File: src/rtl/bcd_pkg.sv
// Shared definitions for the ASCII-to-BCD collector: FSM states, ASCII codes
// and the BCD digit width.
package bcd_pkg;

  localparam int unsigned BCD_W = 4;

  localparam logic [7:0] ASCII_ZERO = 8'h30;
  localparam logic [7:0] ASCII_NINE = 8'h39;
  localparam logic [7:0] ASCII_CR   = 8'h0D;
  localparam logic [7:0] ASCII_BS   = 8'h08;

  typedef enum logic [1:0] {
    EMPTY,
    COLLECT,
    ISSUE,
    WAIT
  } state_e;

endpackage

File: src/rtl/ascii_digit_decode.sv
// Combinational byte classifier: decimal digit, terminator, backspace.
// Backspace is recognised only when ASCII_BCD_BACKSPACE_EN is defined.
module ascii_digit_decode
  import bcd_pkg::*;
#(
  parameter logic [7:0] TERM_CHAR = ASCII_CR
) (
  input  logic [7:0]       rx_data_i,
  output logic             is_digit_o,
  output logic             is_term_o,
  output logic             is_bs_o,
  output logic [BCD_W-1:0] value_o
);

  always_comb begin
    is_digit_o = (rx_data_i >= ASCII_ZERO) && (rx_data_i <= ASCII_NINE);
    is_term_o  = (rx_data_i == TERM_CHAR);
`ifdef ASCII_BCD_BACKSPACE_EN
    is_bs_o    = (rx_data_i == ASCII_BS);
`else
    is_bs_o    = 1'b0;
`endif
    value_o    = rx_data_i[BCD_W-1:0];
  end

endmodule

File: src/rtl/ascii_bcd_collector.sv
// Collects up to two ASCII decimal digits and hands them to the BCD-to-binary
// converter on a terminator. Optional backspace editing: ASCII_BCD_BACKSPACE_EN.
module ascii_bcd_collector
  import bcd_pkg::*;
#(
  parameter logic [7:0]  TERM_CHAR  = ASCII_CR,
  parameter int unsigned MAX_DIGITS = 2
) (
  input  logic             clk,
  input  logic             rst_n,
  input  logic [7:0]       rx_data,
  input  logic             rx_valid,
  input  logic             conv_ready,
  input  logic             conv_done,
  output logic             start,
  output logic [BCD_W-1:0] dig1,
  output logic [BCD_W-1:0] dig0,
  output logic             busy,
  output logic             err_tick,
  output logic             overrun_tick
);

  if (MAX_DIGITS != 2) begin : g_bad_max_digits
    $error("ascii_bcd_collector: MAX_DIGITS must be 2 to match the converter");
  end

  state_e           state_q, state_d;
  logic [1:0]       count_q, count_d;
  logic [BCD_W-1:0] dig1_q, dig1_d, dig0_q, dig0_d;
  logic             err_q, err_d, ovr_q, ovr_d;

  logic             is_digit, is_term, is_bs;
  logic [BCD_W-1:0] value;

  ascii_digit_decode #(
    .TERM_CHAR (TERM_CHAR)
  ) u_decode (
    .rx_data_i  (rx_data),
    .is_digit_o (is_digit),
    .is_term_o  (is_term),
    .is_bs_o    (is_bs),
    .value_o    (value)
  );

  always_ff @(posedge clk or negedge rst_n) begin
    if (!rst_n) begin
      state_q <= EMPTY;
      count_q <= '0;
      dig1_q  <= '0;
      dig0_q  <= '0;
      err_q   <= 1'b0;
      ovr_q   <= 1'b0;
    end else begin
      state_q <= state_d;
      count_q <= count_d;
      dig1_q  <= dig1_d;
      dig0_q  <= dig0_d;
      err_q   <= err_d;
      ovr_q   <= ovr_d;
    end
  end

  always_comb begin
    state_d = state_q;
    count_d = count_q;
    dig1_d  = dig1_q;
    dig0_d  = dig0_q;
    err_d   = 1'b0;
    ovr_d   = 1'b0;
    start   = 1'b0;
    case (state_q)
      EMPTY, COLLECT: begin
        if (rx_valid) begin
          if (is_digit) begin
            if (count_q == 2'd0) begin
              dig1_d  = '0;
              dig0_d  = value;
              count_d = 2'd1;
              state_d = COLLECT;
            end else if (count_q == 2'd1) begin
              dig1_d  = dig0_q;
              dig0_d  = value;
              count_d = 2'd2;
            end else begin
              // overflow: the offending digit is discarded with the buffer
              err_d   = 1'b1;
              dig1_d  = '0;
              dig0_d  = '0;
              count_d = '0;
              state_d = EMPTY;
            end
          end else if (is_term) begin
            if (state_q == COLLECT) state_d = ISSUE;
          end else if (is_bs) begin
            if (count_q == 2'd2) begin
              dig0_d  = dig1_q;
              dig1_d  = '0;
              count_d = 2'd1;
            end else if (count_q == 2'd1) begin
              dig0_d  = '0;
              count_d = '0;
              state_d = EMPTY;
            end
          end else begin
            err_d   = 1'b1;
            dig1_d  = '0;
            dig0_d  = '0;
            count_d = '0;
            state_d = EMPTY;
          end
        end
      end
      ISSUE: begin
        ovr_d = rx_valid;
        if (conv_ready) begin
          start   = 1'b1;
          state_d = WAIT;
        end
      end
      WAIT: begin
        ovr_d = rx_valid;
        if (conv_done) begin
          dig1_d  = '0;
          dig0_d  = '0;
          count_d = '0;
          state_d = EMPTY;
        end
      end
      default: state_d = EMPTY;
    endcase
  end

  assign dig1         = dig1_q;
  assign dig0         = dig0_q;
  assign busy         = (state_q == ISSUE) || (state_q == WAIT);
  assign err_tick     = err_q;
  assign overrun_tick = ovr_q;

endmodule

File: config.mk
export PLATFORM = sky130hd
export DESIGN_NAME = ascii_bcd_collector
export DESIGN_NICKNAME = d
export VERILOG_FILES = /design/src/rtl/bcd_pkg.sv /design/src/rtl/ascii_digit_decode.sv /design/src/rtl/ascii_bcd_collector.sv
export SDC_FILE = /design/constraint.sdc
export NUM_CORES = 1
export LEC_CHECK = 0
export BUFFER_PORTS_ARGS = -buffer_cell sky130_fd_sc_hd__buf_2
export CAP_MARGIN = 5
export CELL_PAD_IN_SITES_DETAIL_PLACEMENT = 0
export CELL_PAD_IN_SITES_GLOBAL_PLACEMENT = 1
export CORE_MARGIN = 2
export CORE_UTILIZATION = 35
export CTS_BUF_LIST = sky130_fd_sc_hd__clkbuf_8 sky130_fd_sc_hd__clkbuf_16
export CTS_CLUSTER_SIZE = 16
export DETAILED_ROUTE_END_ITERATION = 8
export PLACE_DENSITY_LB_ADDON = 0.1
export SYNTH_ARGS = -nofsm -noshare
export SYNTH_HDL_FRONTEND = slang
export SYNTH_SLANG_ARGS = --single-unit
File: constraint.sdc
create_clock -name clk -period 2.17 [get_ports clk]
set_clock_uncertainty 0.2 [all_clocks]
set_input_delay 0 -clock clk [delete_from_list [all_inputs] [get_ports clk]]
set_output_delay 0 -clock clk [all_outputs]
set_load 0.005 [all_outputs]
* Word-level counts from Yosys, hierarchy flattened
Cells that the tools add are included.
** Word-level totals
- Bits in registers :: 14
- Output and inout port bits :: 12
** Cells by class
- Order comparisons :: 2
- Equal/unequal tests :: 11
- Multiplexer cells :: 36
- Reductions and logical operators :: 9
** Operators by type and width (number)
- $mux W4 :: 10
- $mux W2 :: 13
- $pmux W4 S2 :: 2
- $mux W1 :: 9
- $eq A8 B4 Y1 const B :: 1
- $ge A8 B6 Y1 const B :: 1
- $le A8 B6 Y1 const B :: 1
- $ne A4 B4 Y1 const B :: 2
- $ne A2 B2 Y1 const B :: 3
- $pmux W2 S3 :: 1
- $reduce_and A5 Y1 :: 1
- $eq A2 B1 Y1 const B :: 2
- $eq A2 B2 Y1 const B :: 2
- $logic_not A2 Y1 :: 2
- $pmux W2 S2 :: 1
- $reduce_and A4 Y1 :: 1
- $reduce_or A2 Y1 :: 2
- $ne A3 B3 Y1 const B :: 1
- $reduce_bool A2 Y1 :: 1
- $logic_and A1 B1 Y1 :: 1
- $logic_or A1 B1 Y1 :: 1

* Depth between registers and ports, before layout
- Word-level depth :: 6
- Depth in mapped cells :: 5
- Gate-level depth less buffers :: 4

* Modules after synthesis
Synthesis repeated with hierarchy kept, for this count alone.
** Second synthesis, totals
- Cell total of the unflattened synthesis :: 101
- Area, all modules :: 1042.2 um^2
** Modules (own cells, without submodules)
- ascii_bcd_collector :: instances 1, area an instance 958.4 um^2, sequential area each 350.3 um^2, cells an instance 90
- ascii_digit_decode :: instances 1, area an instance 83.8 um^2, sequential area each 0.0 um^2, cells an instance 11

* Worst setup path after synthesis
No wires, ideal clock.
- Path kind :: register -> register
- From :: reg state_q[1]
- To :: reg dig1_q[0] (netlist: dig1[0])
- Cell stages (with the launch flop) :: 6
- Setup time :: 64 ps
- Arrival time :: 1279 ps
- Path slack :: 627 ps
- Cell sequence :: dfrtp_1 > buf_4 > nor2b_1 > nor4b_4 > and2_2 > a22o_2
** On the way
- Word-level cells in the longest chain between the ends :: 4
- Elaborated cells on any way between the ends :: 10
** Ends and longest elaborated chain
- from (decl) :: RTL line ascii_bcd_collector.sv:27 : state_e state_q, state_d;
- from (signal assigned) :: RTL line ascii_bcd_collector.sv:54 : state_q <= state_d;
- $eq A2 B1 Y1 or $logic_not A2 Y1 (tied branches) :: RTL line ascii_bcd_collector.sv:71 : case (state_q)
- $reduce_or A2 Y1 :: RTL line ascii_bcd_collector.sv:71
- $ne A3 B3 Y1 (no line) (tied with other cells)
- $reduce_and A4 Y1 (no line)
- to (signal assigned) :: RTL line ascii_bcd_collector.sv:56 : dig1_q <= dig1_d;
- to (decl) :: RTL line ascii_bcd_collector.sv:29 : logic [BCD_W-1:0] dig1_q, dig1_d, dig0_q, dig0_d;
Parallel ways exist; a longest one is shown, timed or not.
A chain may end at the register's enable or synchronous reset.

==> out/results.txt <==
The run finished, with violations left. The checks that failed: hold timing. The post-synthesis instance area is 663 um^2. Yosys mapped a number of flops with a built-in enable equal to 0.

The number of global-route vias before repair was 488. Among all flip-flop cells after synthesis, the most frequent one is sky130_fd_sc_hd__dfrtp_1. The cell type group with the largest total delay on the critical path was buffers and inverters. Buffers placed on the I/O ports in this run total 24. The tree is rooted in a sky130_fd_sc_hd__clkbuf_8. The routed wirelength normalized by instance count is 11.8 um.

Endpoint kind of the worst setup timing path: an asynchronous set/reset pin. The total global routing track utilization was 0.129. Counting I/O delays and the setup requirement, the final critical path takes 1.96 ns. Once the clock tree was built, the setup fixing pass inserted 0 buffers. For the headroom to the max-slew limit, the log shows 0.609.

At the worst endpoint, the arrival time is 2.09 ns. After detailed routing, the number of vias per cell comes to 4.76. Counting every instance in the synthesized netlist gives 52. The maximum fanout along the worst path works out to 13. After floorplanning, the core was sized to cover 1750 um^2. Entering global routing, the biggest net connects 14 pins. The largest single stage delay on the critical path is 0.93 ns. Setup violations remaining at the end of the flow were counted as 0. Buffers inserted during clock tree synthesis total 3. The area growth from synthesis to layout is 42.8%. The logs give 533 for the via count and 2260 um^2 for the area enclosed by the die boundary.

Number of hold buffers added after cts: 10. For this run the aggregate overflow at the end of global routing stands at 0. The run gives 1 as the H-tree depth reported by CTS.

Walking the worst path, the cells encountered are dlygate4sd3_1, dlygate4sd3_1, buf_2, dlygate4sd3_1. The number of nets in the synthesized netlist is 65. Share of the synthesized area in the top cell type: 0.528. The starting density of the core is 0.380. At the pin with the least slew margin, the transition time is 0.585 ns. The clock passes through at most 2 buffers. TritonCTS built the clock tree.

At the end of the flow, the number of nets in the layout was 101. The per-instance average area after synthesis is 12.8 um^2. For the tightest hold margin, the log shows -0.00254 ns.

The launching element type of the critical path was an input pin. The run gives 2.30 ns as the required arrival time at the worst endpoint. The tools report the clock network latency to the later pin of the worst-skew pair as 0.24 ns. The die is 47.5 um tall. The setup TNS is 0 ns, and the post-synthesis async set-or-reset flop share is 1.00. For the leakage power, the log shows 0.481 nW. The post-synthesis cell type count was 28; the share of the clock period used by the worst path was 0.904. By instance count, the leading cell after synthesis is sky130_fd_sc_hd__dfrtp_1. The logs give 1320 um for the routed wire length and 14 for the clock net sink count. The count of nets left with antenna violations once routing finished came out at 0. The worst hold path belongs to the class in2reg. The cell type contributing the most total cell area after synthesis is sky130_fd_sc_hd__dfrtp_1. Static timing analysis puts the maximum clock frequency at 510 MHz. For the final number of hold-violating endpoints, the log shows 1. The final count of pins violating max slew is 0, and the warning count from the yosys run is 0. The largest individual stage delay along the critical path comes from the cell sky130_fd_sc_hd__dlygate4sd3_1. The horizontal die dimension came out at 47.5 um. The run gives 0 as the initial antenna violation count. Setup repair after global routing left no endpoint under its margin.

The buffering stage count on the worst path with inverters included was 4; the global-route wire length before repair was 2000 um. In this run, synthesis produced a sequential element count of 14. By instance count, the cell type seen most on the critical path is sky130_fd_sc_hd__dlygate4sd3_1. Clock-pin slew was measured on the worst setup and hold paths at 0.06 ns. The critical path class was in2async. After synthesis, the most frequently instantiated cells are sky130_fd_sc_hd__dfrtp_1 (14), sky130_fd_sc_hd__a22o_2 (7), sky130_fd_sc_hd__nand2_1 (5). The total power per unit cell area is 609 nW/um^2. Pin placement for this block handled 25 I/O pins. The tools report the total power after layout as 0.577 mW. The fraction of final layout cells with drive strength greater than 1 was 0.483. The logs give 0.765 for the routability congestion estimate and 4 for the number of detailed-route iterations in the first pass.

IR analysis of the VDD net gives a maximum drop of 0.327 mV. After detailed routing, the number of remaining DRC violations is 0. In this run, the number of DRC markers left after iteration 0 of detailed routing was 12. Sequential element share of the synthesized area: 0.528. The tool flagged a number of max-cap violations equal to 0. The repair_antennas step left the layout with diodes totalling 0. The number of gates resized after CTS was 0.

The cell row count was 15. Sorting the synthesized cells by area gives the leading types as sky130_fd_sc_hd__dfrtp_1 (53%), sky130_fd_sc_hd__a22o_2 (11%), sky130_fd_sc_hd__nor4b_4 (3.6%).
## cells by family after synthesis
kind of cell,synth area share
AO/OA/AOI/OAI,0.192
buffers and inverters,0.0396
flip-flops,0.528
multiplexers,0.0396
AND/OR/NAND/NOR,0.200
## tightest hold or removal path: cells and delay by family
family	cells	cell delay, ns
buffers and inverters	1	0.08
AND/OR/NAND/NOR	3	0.32
## final timing paths
| kind | slack [ns] | cells past startpoint | startpoint | to |
|---|---|---|---|---|
| max in group clk | 0.31 | 5 | rx_data[1] | dig0[3] |
| min in group asynchronous | 0.40 | 3 | rst_n | dig1[2] |
| worst max-delay path | 0.21 | 4 | rst_n | dig0[1] |
| worst min register to register | 0.27 | 1 | count_q[1] | count_q[1] |
| worst min-delay path | -0.003 | 4 | rx_data[6] | err_tick |
| worst max register to register | 0.47 | 4 | state_q[1] | dig1[1] |
## area by class of cell
type                            count  area (um^2)
Sequential cell                    14          350
Multi-Input combinational cell     34          287
Clock buffer                        4         55.1
Inverter                            1         3.75
Fill cell                         154          798
Timing Repair Buffer               34          220
Tap cell                           25         31.3
## layer usage
layer,wire length (um),GRT usage,part of all wire,vias to the layer above
met5,0,0,0,-
met3,74,0.0226,0.056,0
met1,663,0.173,0.50,247
li1,-,-,-,266
met4,0,0.0500,0,0
met2,584,0.208,0.44,20
## per-stage QoR
stage	hold slack (ns)	cell area, um^2	utilization	setup WS [ns]	cells
2_1_floorplan	-0.496	663	-	0.627	52
3_3_place_gp	-0.292	792	0.454	0.422	98
3_5_place_dp	-0.293	792	0.454	0.424	98
4_1_cts	0.00838	947	0.543	0.156	112
5_1_grt	0.0276	947	0.543	0.0373	112
6_report	-0.00254	947	0.543	0.208	112
## state kept, by name (all words and copies together), names as in the netlist
| register | count |
|---|---|
| count_q | 2 |
| err_tick | 1 |
| dig0 | 4 |
| state_q | 2 |
| overrun_tick | 1 |
| dig1 | 4 |
## report_power, final
part / switching (mW) / total [mW] / internal, mW
Combinational: 0.0287 / 0.0607 / 0.0320
Sequential: 0.00428 / 0.270 / 0.266
Clock: 0.0862 / 0.247 / 0.160
## cells in the final DEF (no fill, tap or decap)
master | netlist | final
sky130_fd_sc_hd__a21o_2 | 1 | 1
sky130_fd_sc_hd__a22o_2 | 7 | 7
sky130_fd_sc_hd__a32o_1 | 1 | 1
sky130_fd_sc_hd__and2_1 | 1 | 1
sky130_fd_sc_hd__and2_2 | 1 | 1
sky130_fd_sc_hd__buf_2 | 0 | 24
sky130_fd_sc_hd__clkbuf_8 | 0 | 4
sky130_fd_sc_hd__dfrtp_1 | 14 | 14
sky130_fd_sc_hd__dlygate4sd3_1 | 0 | 10
sky130_fd_sc_hd__inv_1 | 1 | 1
sky130_fd_sc_hd__mux2_2 | 1 | 1
sky130_fd_sc_hd__mux2_4 | 1 | 1
sky130_fd_sc_hd__nand2_1 | 5 | 5
sky130_fd_sc_hd__nand3_1 | 1 | 1
sky130_fd_sc_hd__nand3b_1 | 1 | 1
sky130_fd_sc_hd__nand4b_1 | 1 | 1
sky130_fd_sc_hd__nor2_1 | 2 | 2
sky130_fd_sc_hd__nor2b_1 | 1 | 1
sky130_fd_sc_hd__nor3_1 | 1 | 1
sky130_fd_sc_hd__nor4_1 | 1 | 1
sky130_fd_sc_hd__nor4_4 | 1 | 1
sky130_fd_sc_hd__nor4b_4 | 1 | 1
sky130_fd_sc_hd__o21a_1 | 1 | 1
sky130_fd_sc_hd__o21ai_0 | 1 | 1
sky130_fd_sc_hd__o311a_1 | 1 | 1
sky130_fd_sc_hd__o31a_1 | 1 | 1
sky130_fd_sc_hd__o31ai_1 | 1 | 1
sky130_fd_sc_hd__or2_4 | 1 | 1
Note: power is estimated with default switching activity, not from simulation.
